--- config.mk ---
export PLATFORM = sky130hd
export DESIGN_NAME = data_frame_tx
export DESIGN_NICKNAME = d
export VERILOG_FILES = /design/src/rtl/data_frame_tx_pkg.sv /design/src/rtl/data_frame_tx_delay_cnt.sv /design/src/rtl/data_frame_tx.sv
export SDC_FILE = /design/constraint.sdc
export NUM_CORES = 1
export LEC_CHECK = 0
export CORE_MARGIN = 2
export CORE_UTILIZATION = 39
export CTS_CLUSTER_SIZE = 8
export DETAILED_ROUTE_END_ITERATION = 10
export GPL_TIMING_DRIVEN = 0
export PLACE_DENSITY = 0.68
export SLEW_MARGIN = 20
export SYNTH_ARGS = -nofsm -noshare
export SYNTH_HDL_FRONTEND = slang
export SYNTH_SLANG_ARGS = --single-unit
--- constraint.sdc ---
create_clock -name clk20 -period 2.1 [get_ports clk20]
set_input_delay 0.63 -clock clk20 [delete_from_list [all_inputs] [get_ports clk20]]
set_output_delay 0.63 -clock clk20 [all_outputs]
set_load 0.02 [all_outputs]
--- src/rtl/data_frame_tx_pkg.sv ---
// rtl/data_frame_tx_pkg.sv - shared types and widths for the frame transmitter
package data_frame_pkg;

    typedef enum logic [2:0] {
        IDLE = 3'd0,
        SYNC = 3'd1,
        WAIT = 3'd2,
        STB  = 3'd3,
        GAP  = 3'd4,
        DONE = 3'd5
    } state_t;

    localparam int SYNC_CNT_W = 4;
    localparam int GAP_CNT_W  = 4;
    localparam int WCNT_W     = 9;

endpackage

--- src/rtl/data_frame_tx_delay_cnt.sv ---
// rtl/data_frame_tx_delay_cnt.sv - loadable down-counter with zero flag for sync/gap timing
module frame_delay_cnt #(
    parameter int W = 4
) (
    input  logic         clk,
    input  logic         rst,
    input  logic         load,
    input  logic         dec,
    input  logic [W-1:0] load_val,
    output logic         zero
);

    logic [W-1:0] count;

    // Load has priority; decrement saturates at zero so an idle counter stays put
    always_ff @(posedge clk or posedge rst) begin
        if (rst) begin
            count <= '0;
        end else if (load) begin
            count <= load_val;
        end else if (dec && (count != '0)) begin
            count <= count - 1'b1;
        end
    end

    assign zero = (count == '0);

endmodule

--- src/rtl/data_frame_tx.sv ---
// rtl/data_frame_tx.sv - frame transmitter: sync pulse then words_num+1 word strobes
module data_frame_tx
    import data_frame_pkg::*;
#(
    parameter int DATA_W   = 16,
    parameter int SYNC_LEN = 2,
    parameter int GAP_LEN  = 1
) (
    input  logic              clk20,
    input  logic              res,
    input  logic              start,
    input  logic [7:0]        words_num,
    input  logic [DATA_W-1:0] src_data,
    input  logic              src_valid,
    output logic              src_ready,
    output logic              sync_n,
    output logic              word_stb,
    output logic [DATA_W-1:0] word_data,
    output logic              busy,
    output logic              frame_done
);

    // Counter is loaded with length-1 so that the zero flag marks the final cycle of a phase
    localparam logic [SYNC_CNT_W-1:0] SYNC_LOAD = SYNC_CNT_W'(SYNC_LEN - 1);
    localparam logic [GAP_CNT_W-1:0]  GAP_LOAD  = GAP_CNT_W'((GAP_LEN > 0) ? (GAP_LEN - 1) : 0);
    localparam bit                    HAS_GAP   = (GAP_LEN > 0);

    state_t              state;
    logic [7:0]          wn_q;
    logic [WCNT_W-1:0]   wcnt;
    logic                last_word;
    logic                cnt_load;
    logic                cnt_dec;
    logic                cnt_zero;
    logic [SYNC_CNT_W-1:0] cnt_val;

    assign last_word = (wcnt == {{(WCNT_W-8){1'b0}}, wn_q});
    assign src_ready = (state == WAIT);

    // One delay counter serves both phases: reloaded on entry to SYNC and to GAP
    assign cnt_load = ((state == IDLE) && start) || ((state == STB) && !last_word && HAS_GAP);
    assign cnt_val  = (state == IDLE) ? SYNC_LOAD : GAP_LOAD;
    assign cnt_dec  = (state == SYNC) || (state == GAP);

    frame_delay_cnt #(
        .W(SYNC_CNT_W)
    ) u_delay (
        .clk      (clk20),
        .rst      (res),
        .load     (cnt_load),
        .dec      (cnt_dec),
        .load_val (cnt_val),
        .zero     (cnt_zero)
    );

    // Frame sequencer with registered outputs
    always_ff @(posedge clk20 or posedge res) begin
        if (res) begin
            state      <= IDLE;
            wn_q       <= '0;
            wcnt       <= '0;
            sync_n     <= 1'b1;
            word_stb   <= 1'b0;
            word_data  <= '0;
            busy       <= 1'b0;
            frame_done <= 1'b0;
        end else begin
            case (state)
                IDLE: begin
                    if (start) begin
                        wn_q   <= words_num;
                        wcnt   <= '0;
                        sync_n <= 1'b0;
                        busy   <= 1'b1;
                        state  <= SYNC;
                    end
                end
                SYNC: begin
                    if (cnt_zero) begin
                        sync_n <= 1'b1;
                        state  <= WAIT;
                    end
                end
                WAIT: begin
                    if (src_valid) begin
                        word_data <= src_data;
                        word_stb  <= 1'b1;
                        state     <= STB;
                    end
                end
                STB: begin
                    word_stb <= 1'b0;
                    wcnt     <= wcnt + 1'b1;
                    if (last_word) begin
                        frame_done <= 1'b1;
                        state      <= DONE;
                    end else if (HAS_GAP) begin
                        state <= GAP;
                    end else begin
                        state <= WAIT;
                    end
                end
                GAP: begin
                    if (cnt_zero) begin
                        state <= WAIT;
                    end
                end
                DONE: begin
                    frame_done <= 1'b0;
                    busy       <= 1'b0;
                    state      <= IDLE;
                end
                default: begin
                    state <= IDLE;
                end
            endcase
        end
    end

endmodule
==> out/results.tsv <==
stage	metric	value	unit
place	Final HPWL DP	3050	µm
pwr	maximum VDD drop	635	µV
route	drt total wl	4190	µm
clock_network	CTS Hold Bufs	0	
sta	TNS Setup	0	ns
place	Port Buf Inserts	48	
clock_network	number of H-tree levels	2	
synthesis	cells after synthesis	195	
synthesis	count of different cell masters after synthesis	43	
status	status	finished, final reports clean	
clock_network	root buf cell	clkbuf_8	
synthesis	Syn Nets	225	
worst_setup_path	Crit Path Category	reg -> out	
clock_network	number of buffers created by CTS	5	
pwr	Power Dens Cells	1330	nW/µm²
route	vias	1541	
pwr	P_leak	1.27	nW
sta	fmax	510	MHz
sta	final setup violation count	0	
worst_setup_path	CP required	1.47	ns
synthesis	Yosys top cell by area	dfrtp_1	
worst_setup_path	crit-path cells	nand2b_2 -> nor2_2 -> dlygate4sd2_1	
synthesis	Post-synth EDFFs	0	
route	drt pass-1 iters	4	
grt	largest net degree at the start of global routing	32	
run	Max-Cap Viols	0	
sta	Slew Limit Fails	0	
synthesis	Main synth FF type	dfrtp_1	
die	die area	6130	µm²
grt	antenna violations before repair	0	
die	num rows	27	
die	die width	78.3	µm
die	Die Ht	78.3	µm
worst_setup_path	Worst Setup Start Kind	flip-flop	
final_layout	diodes inserted	0	
synthesis	Synth warnings	0	
sta	Worst slew margin	65.1	%
die	core area	5410	µm²
grt	vias in the first global route	1554	
synthesis	Syn Area/Cell	11.0	µm²
hold_path	hold crit path type	reg -> reg	
clock_network	Max clock buf depth	2	
worst_setup_path	Slowest-stage cell, CP	dfrtp_1	
grt	first-pass GRT wire length	7220	µm
clock_network	Clk Latency, worst-skew pair	0.30	ns
final_layout	Area Overhead vs Synth	31.7	%
synthesis	FF+latch count, synth	44	
synthesis	sequential-to-total area share from yosys stat	51.2	%
route	DR vias/cell	4.76	
synthesis	Synth top area share	50.0	%
worst_setup_path	Worst setup EP type	primary output	
place	Placer Congestion	0.766	
die	I/O Pins	49	
route	DR WL/cell	12.9	µm
die	Initial Util	39.8	%
grt	grt total ovfl	0	
worst_setup_path	Max stage delay on crit path	0.39	ns
synthesis	Post-Syn Area	2150	µm²
worst_setup_path	Crit Path Max Fanout	2	
sta	Hold Violations, Final	0	
final_layout	final core utilization	52.4	%
sta	worst-margin pin slew	0.523	ns
sta	Final Cycle Share	93.4	%
final_layout	layout cell share with drive strength beyond 1	14.3	%
synthesis	ys async rst share	100	%
sta	final clock skew	0.00658	ns
sta	fin crit period	1.96	ns
final_layout	nets	281	
route	Starting DRT DRC Count	53	
worst_setup_path	data arrival time of the worst path	1.33	ns
final_layout	Layout fillers	507	
grt	met1 usage	19.7	%
route	DRT antenna net count	0	
clock_network	TritonCTS clock tree	yes	
sta	RSZ-0062 raised after global routing	no	
clock_network	# clock sinks	44	
clock_network	Clk pin slew, worst setup/hold paths	0.08	ns
grt	M3 GR Usage	3.56	%
grt	met2 global-route usage	24.3	%
grt	Total Routing Usage GR	15.1	%
route	DR DRC count	0	
synthesis	ranking of synthesized cells by area	dfrtp_1, nand2_1, mux2_1	
grt	busiest grt layer	met2	
==> routing by layer <==
layer / wire [µm] / vias up / part of all wire (%)
li1: - / 779 / -
met2: 2070 / 21 / 49
met4: 46 / 0 / 1.1
met5: 0 / - / 0
met3: 122 / 4 / 2.9
met1: 1950 / 737 / 47
==> cell usage after synthesis (4+ instances only) <==
master / count
o211ai_1: 4
xnor2_1: 4
xor2_1: 9
buf_2: 4
nor3_1: 4
mux2_2: 7
inv_1: 6
dfrtp_1: 43
mux2_1: 9
nor2_1: 10
o21ai_0: 9
nand2_1: 36
a21oi_1: 6
nand3_1: 8
==> cells by family after synthesis <==
family / synth area share (%)
simple gates: 20.5
flops: 51.2
compound gates: 7.67
mux: 8.84
buf+inv: 4.07
xor+xnor: 6.57
fa+ha+maj: 1.16
==> per-stage QoR <==
stage / instance area [µm²] / cells / setup slack, ns / total power [mW] / hold WS (ns)
global route: 2830 / 324 / 0.0706 / 4.05 / 0.508
CTS: 2830 / 324 / 0.0229 / 3.82 / 0.486
global placement: 2720 / 315 / -0.544 / 3.24 / 0.459
finish: 2830 / 324 / 0.139 / 3.78 / 0.485
detailed placement: 2740 / 316 / -0.0772 / 3.28 / 0.469
floorplan: 2150 / 195 / 0.441 / 2.63 / 0.453
==> critical path: cells and delay by family (launching register included) <==
family / cells / cell delay, ns
buf+inv: 1 / 0.34
flops: 1 / 0.39
simple gates: 2 / 0.30
==> power by group <==
part | internal (mW) | switching [mW] | leakage [nW]
Combinational | 0.901 | 0.942 | 0.673
Sequential | 1.18 | 0.209 | 0.553
Clock | 0.268 | 0.277 | 0.0455
Total | 2.35 | 1.43 | 1.27
==> path summary, 6_finish.rpt <==
kind | from | to | slack [ns] | cells past startpoint
worst max-delay path | state[2] | src_ready | 0.14 | 3
worst min-delay path | word_stb | word_stb | 0.48 | 1
worst max register to register | state[2] | wcnt[8] | 0.43 | 6
worst min register to register | word_stb | word_stb | 0.48 | 1
max in group asynchronous | res | sync_n | 0.98 | 3
min in group asynchronous | res | word_data[13] | 0.60 | 2
==> final cells by class <==
cell class              count  area, µm²  area share, %
flip-flops and latches     44       1100           38.9
clock buffers               8       90.1           3.18
multi-input cells         136        962           34.0
plain buffers               9       65.1           2.30
well taps                  72       90.1           3.18
inverters                   6       22.5          0.795
repair buffers             49        502           17.7
==> cell usage in the layout (no fill, tap or decap), drive strengths merged <==
cell type,synthesis,routed
o21ai,9,9
nand4,1,1
nor4,2,2
clkdlybuf4s50,0,46
nor2,12,12
dfrtp,43,43
dfstp,1,1
and3b,1,1
o22ai,1,1
clkbuf,1,9
dlygate4sd2,0,1
xor2,9,9
or3,1,1
o21bai,1,1
xnor2,5,5
a21o,1,1
nand3,8,8
and2,1,1
nor4b,3,3
nand2,36,36
nor3,5,5
a31o,1,1
dlymetal6s2s,0,1
inv,6,6
o211ai,4,4
mux2,16,16
a21oi,6,6
nor3b,1,1
a22o,1,1
and3,2,2
buf,8,9
nand2b,1,1
o31ai,2,2
mux2i,1,1
a31oi,1,1
nand3b,2,2
ha,2,2
==> flip-flops by register name, summed over array words and instances, names as in the netlist <==
name,flops
u_delay.count,4
wcnt,9
busy,1
frame_done,1
word_stb,1
wn_q,8
state,3
word_data,16
sync_n,1
==> repair_timing <==
action / 4_1_cts / 5_1_grt
setup buffers: 0 / 0
resized for setup: 1 / 1
endpoints found under the setup margin: 1 / 1
Power figures use the tool's default switching activity.
